===== config.mk =====
export PLATFORM = sky130hd
export DESIGN_NAME = seq_detect_arbiter
export DESIGN_NICKNAME = d
export VERILOG_FILES = /design/src/rtl/seq_detect_arbiter.sv
export SDC_FILE = /design/constraint.sdc
export NUM_CORES = 1
export LEC_CHECK = 0
export ABC_CLOCK_PERIOD_IN_PS = 7380
export BUFFER_PORTS_ARGS = -buffer_cell sky130_fd_sc_hd__buf_2
export CORE_MARGIN = 2
export CORE_UTILIZATION = 24
export CTS_CLUSTER_SIZE = 14
export DETAILED_ROUTE_END_ITERATION = 10
export GPL_ROUTABILITY_DRIVEN = 0
export PLACE_DENSITY_LB_ADDON = 0.3
export SLEW_MARGIN = 20
export SYNTH_ARGS = -nofsm -noshare
export SYNTH_HDL_FRONTEND = slang
export SYNTH_SLANG_ARGS = --single-unit

===== constraint.sdc =====
create_clock -name clk -period 7.38 [get_ports clk]
set_input_delay 0.369 -clock clk [delete_from_list [all_inputs] [get_ports clk]]
set_output_delay 0.369 -clock clk [all_outputs]
set_load 0.005 [all_outputs]

===== src/rtl/seq_detect_arbiter.sv =====
// rtl/seq_detect_arbiter.sv - round-robin shared run-length detector for NCH serial channels
// Optional macro SEQ_DETECT_ARBITER_MATCH_COUNT_EN adds per-channel saturating match counters.
module seq_detect_arbiter #(
  parameter int NCH     = 4,
  parameter int RUN_LEN = 4,
  parameter int CW      = 4
) (
  input  logic           clk,
  input  logic           rst,
  input  logic [NCH-1:0] req,
  input  logic [NCH-1:0] bit_in,
  input  logic [NCH-1:0] clr,
  output logic [NCH-1:0] grant,
  output logic [NCH-1:0] z,
  output logic           busy
`ifdef SEQ_DETECT_ARBITER_MATCH_COUNT_EN
  ,
  output logic [NCH*8-1:0] match_cnt
`endif
);

  localparam int PW = (NCH > 1) ? $clog2(NCH) : 1;
  localparam logic [CW-1:0] RUN_MAX = CW'(RUN_LEN);

  logic [PW-1:0]  ptr;
  logic [PW-1:0]  gidx;
  logic [PW-1:0]  next_ptr;
  logic           any_grant;
  logic [NCH-1:0] eligible;

  logic [CW-1:0]  run_cnt [NCH];
  logic [NCH-1:0] last_bit;

  logic [CW-1:0]  sel_cnt;
  logic           sel_last;
  logic           sel_bit;
  logic [CW-1:0]  new_cnt;
  logic           new_z;

  // Reset is folded into eligibility so grant/busy drop the moment rst rises.
  always_comb begin
    eligible = req & ~clr;
    if (rst) begin
      eligible = '0;
    end
  end

  always_comb begin
    int idx;
    grant     = '0;
    gidx      = '0;
    any_grant = 1'b0;
    idx       = 0;
    for (int k = 0; k < NCH; k++) begin
      idx = int'(ptr) + k;
      if (idx >= NCH) begin
        idx = idx - NCH;
      end
      if (!any_grant && eligible[idx]) begin
        any_grant  = 1'b1;
        grant[idx] = 1'b1;
        gidx       = PW'(idx);
      end
    end
  end

  assign busy = any_grant;

  always_comb begin
    next_ptr = gidx + 1'b1;
    if (gidx == PW'(NCH - 1)) begin
      next_ptr = '0;
    end
  end

  // Single compare/increment datapath, muxed onto the granted channel.
  always_comb begin
    sel_cnt  = run_cnt[gidx];
    sel_last = last_bit[gidx];
    sel_bit  = bit_in[gidx];
    new_cnt  = CW'(1);
    if (sel_cnt != '0 && sel_bit == sel_last) begin
      if (sel_cnt >= RUN_MAX) begin
        new_cnt = RUN_MAX;
      end else begin
        new_cnt = sel_cnt + 1'b1;
      end
    end
    new_z = (new_cnt == RUN_MAX);
  end

  always_ff @(posedge clk or posedge rst) begin
    if (rst) begin
      ptr      <= '0;
      last_bit <= '0;
      z        <= '0;
      for (int i = 0; i < NCH; i++) begin
        run_cnt[i] <= '0;
      end
    end else begin
      if (any_grant) begin
        ptr <= next_ptr;
      end
      for (int i = 0; i < NCH; i++) begin
        if (clr[i]) begin
          run_cnt[i]  <= '0;
          last_bit[i] <= 1'b0;
          z[i]        <= 1'b0;
        end else if (grant[i]) begin
          run_cnt[i]  <= new_cnt;
          last_bit[i] <= sel_bit;
          z[i]        <= new_z;
        end
      end
    end
  end

`ifdef SEQ_DETECT_ARBITER_MATCH_COUNT_EN
  logic [7:0] mcnt [NCH];

  always_ff @(posedge clk or posedge rst) begin
    if (rst) begin
      for (int i = 0; i < NCH; i++) begin
        mcnt[i] <= '0;
      end
    end else begin
      for (int i = 0; i < NCH; i++) begin
        if (clr[i]) begin
          mcnt[i] <= '0;
        end else if (grant[i] && !z[i] && new_z && mcnt[i] != 8'hFF) begin
          mcnt[i] <= mcnt[i] + 8'd1;
        end
      end
    end
  end

  always_comb begin
    match_cnt = '0;
    for (int i = 0; i < NCH; i++) begin
      match_cnt[i*8 +: 8] = mcnt[i];
    end
  end
`endif

endmodule


==> metrics.cfg <==
[power]
power_switching_mw=0.307
pwr-share-clk=0.134
seq_power_share=0.300
internal_power_mw=0.377
power.density_nw_per_um2=319
ir_drop_mv=0.123
swShare=0.449
pwr-share-comb=0.567
power_leakage_nw=0.914

[final_layout]
areaGrowthSynthToFinish_pct=14.9
fillers=812
final_nets=239
finalInstanceArea_um2=2140
drive_gt1_frac=0.213
n_antenna_cell=0
layout_common_cells=26 x dfrtp_1, 22 x buf_2, 18 x nor2_1
final_common_cell=dfrtp_1

[placed_design]
place_ws_ps=2770
numPortBuffers=22
postPlaceCellArea_um2=2090
hpwl_um=3590

[synth]
synth_flop_cell=dfrtp_1
async_flop_share=1.00
synth.distinct_cells=52
syn_inst=194
syn_avg_cell_area_um2=9.62
synth_warnings=0
synth_area_um2=1870
yosysSeqAreaShare=0.349
syn_nets=216
ys_ff_latch=26
synth_edf_count=0

[floorplan]
dieWidth_um=92.2
core_area_um2=7650
die_h_um=92.2
core.rowCount=32
initial_utilization=0.244
top_level_ports=23
dieArea_um2=8500

[drt]
dr.first_iter.drc_count=118
postRouteAntennaNets=0
drc=0
drtPass1Iterations=5
viasPerCell=5.02
vias=1597
finalWirelength_um=4990
routedWlPerCell_um=15.7

[critical_path]
critical_path.max_fanout=16
cp_data_arrival_time_ps=4800
critPathLaunchType=flip-flop
regToRegStartpoint=ptr[0]
critPathRequiredTime_ps=7560
path_class=reg -> reg
endpoint_kind=flip-flop
cp-startpoint=ptr[0]

[clocking]
clockRootBuffer=clkbuf_8
tritoncts=built
htree_levels=1
clk_latency_ps=270
cts_resized=0
cts_setup_buffers=0
postCtsHoldBufs=0
numCtsBuffers=3
cts.sinks=26
ctsLongestPathBuffers=2
cts.reportedPaths.clkPinSlew_ps=90

[sta]
slew_headroom=0.525
drv_slew=0
setup_ws_ps=2760
max_freq_mhz=216
period_needed_ps=4620
finClkSkew_ps=7.25
setup_viol=0
post-route-period-util=0.626
worst_pin_slew_ps=707
grt_setup_unrepaired=no
hold_viol=0
fin_setup_tns_ps=0

[global_route]
grt_pass1_wl_um=8340
antenna_found_initial=0
track_usage=0.122
overflow=0
grt_pass1_vias=1577
grt_max_degree=28

[job]
cap_violations=0

[min_path]
hold_class=in -> async

[run_status]
outcome=complete, no violations

## registers in the layout, indices dropped and copies added (netlist names)
| signal | flops |
|---|---|
| last_bit | 4 |
| ptr | 2 |
| run_cnt | 16 |
| z | 4 |
## cell families (layout without fill, tap and decap cells)
family | after synthesis | in the layout | share of synthesized area
fa+ha+maj | 8 | 8 | 0.0536
xor+xnor | 5 | 5 | 0.0235
mux | 13 | 13 | 0.0798
simple gates | 91 | 91 | 0.296
compound gates | 39 | 39 | 0.167
flops | 26 | 26 | 0.349
buf+inv | 12 | 34 | 0.0315
## Yosys cell counts, types with 3 or more instances
cell type,n,area share
dfrtp_1,26,0.35
nor2_1,18,0.036
nand2_1,15,0.030
nand2b_1,14,0.047
mux2i_1,10,0.054
nor3_1,10,0.027
a311oi_1,9,0.042
ha_1,8,0.054
o22ai_1,8,0.027
inv_1,5,0.010
a222oi_1,4,0.021
nand2b_4,4,0.029
nor3b_1,4,0.016
o21ai_0,4,0.011
or3_1,4,0.013
nand3_1,3,0.0080
xnor2_1,3,0.014
## metal layers
layer,share of wire,track usage,vias to the layer above
met5,0,0,-
met2,0.48,0.206,43
li1,-,-,779
met3,0.040,0.0164,2
met1,0.48,0.170,773
met4,0.0040,0.0199,0
## through the flow
stage	power, mW	hold WS [ps]	util	cells
detailed placement	0.595	535	0.273	314
global route	0.742	311	0.280	318
global placement	0.591	528	0.273	314
floorplan	0.487	423	-	194
finish	0.684	272	0.280	318
CTS	0.692	283	0.280	318
## final timing paths
| check | slack, ps | to | cells after the start |
|---|---|---|---|
| max in group asynchronous | 6840 | run_cnt[5] | 3 |
| hold / removal | 270 | z[0] | 3 |
| hold reg to reg | 550 | last_bit[1] | 2 |
| setup reg to reg | 2760 | z[2] | 13 |
| min in group clk | 400 | run_cnt[4] | 2 |
| setup / recovery | 2760 | z[2] | 13 |
## power by group through the flow
stage	clock (mW)	sequential [mW]	combinational [mW]
2_1_floorplan	0	0.195	0.292
3_3_place_gp	0	0.208	0.383
3_5_place_dp	0	0.208	0.387
4_1_cts	0.0964	0.205	0.390
5_1_grt	0.102	0.210	0.430
6_report	0.0914	0.205	0.387
## area by class of cell
class,count,area (µm²),share of cell area
multi-input combinational,156,1160,0.543
sequential,26,651,0.303
tap,102,128,0.0595
timing repair buffer,24,125,0.0583
clock buffer,4,55.1,0.0257
inverter,6,22.5,0.0105
## critical path: stages (launching register included)
cell and delay (ps):
dfrtp_1 660, inv_2 200, ha_1 410, or3_1 390
a2111oi_1 560, nor4_1 180, nor2_1 540, mux2i_1 180
mux2i_1 220, inv_1 70, ha_1 210, nand2b_1 160
or4b_4 520, a311oi_1 220
(Power assumes the default switching activity.)
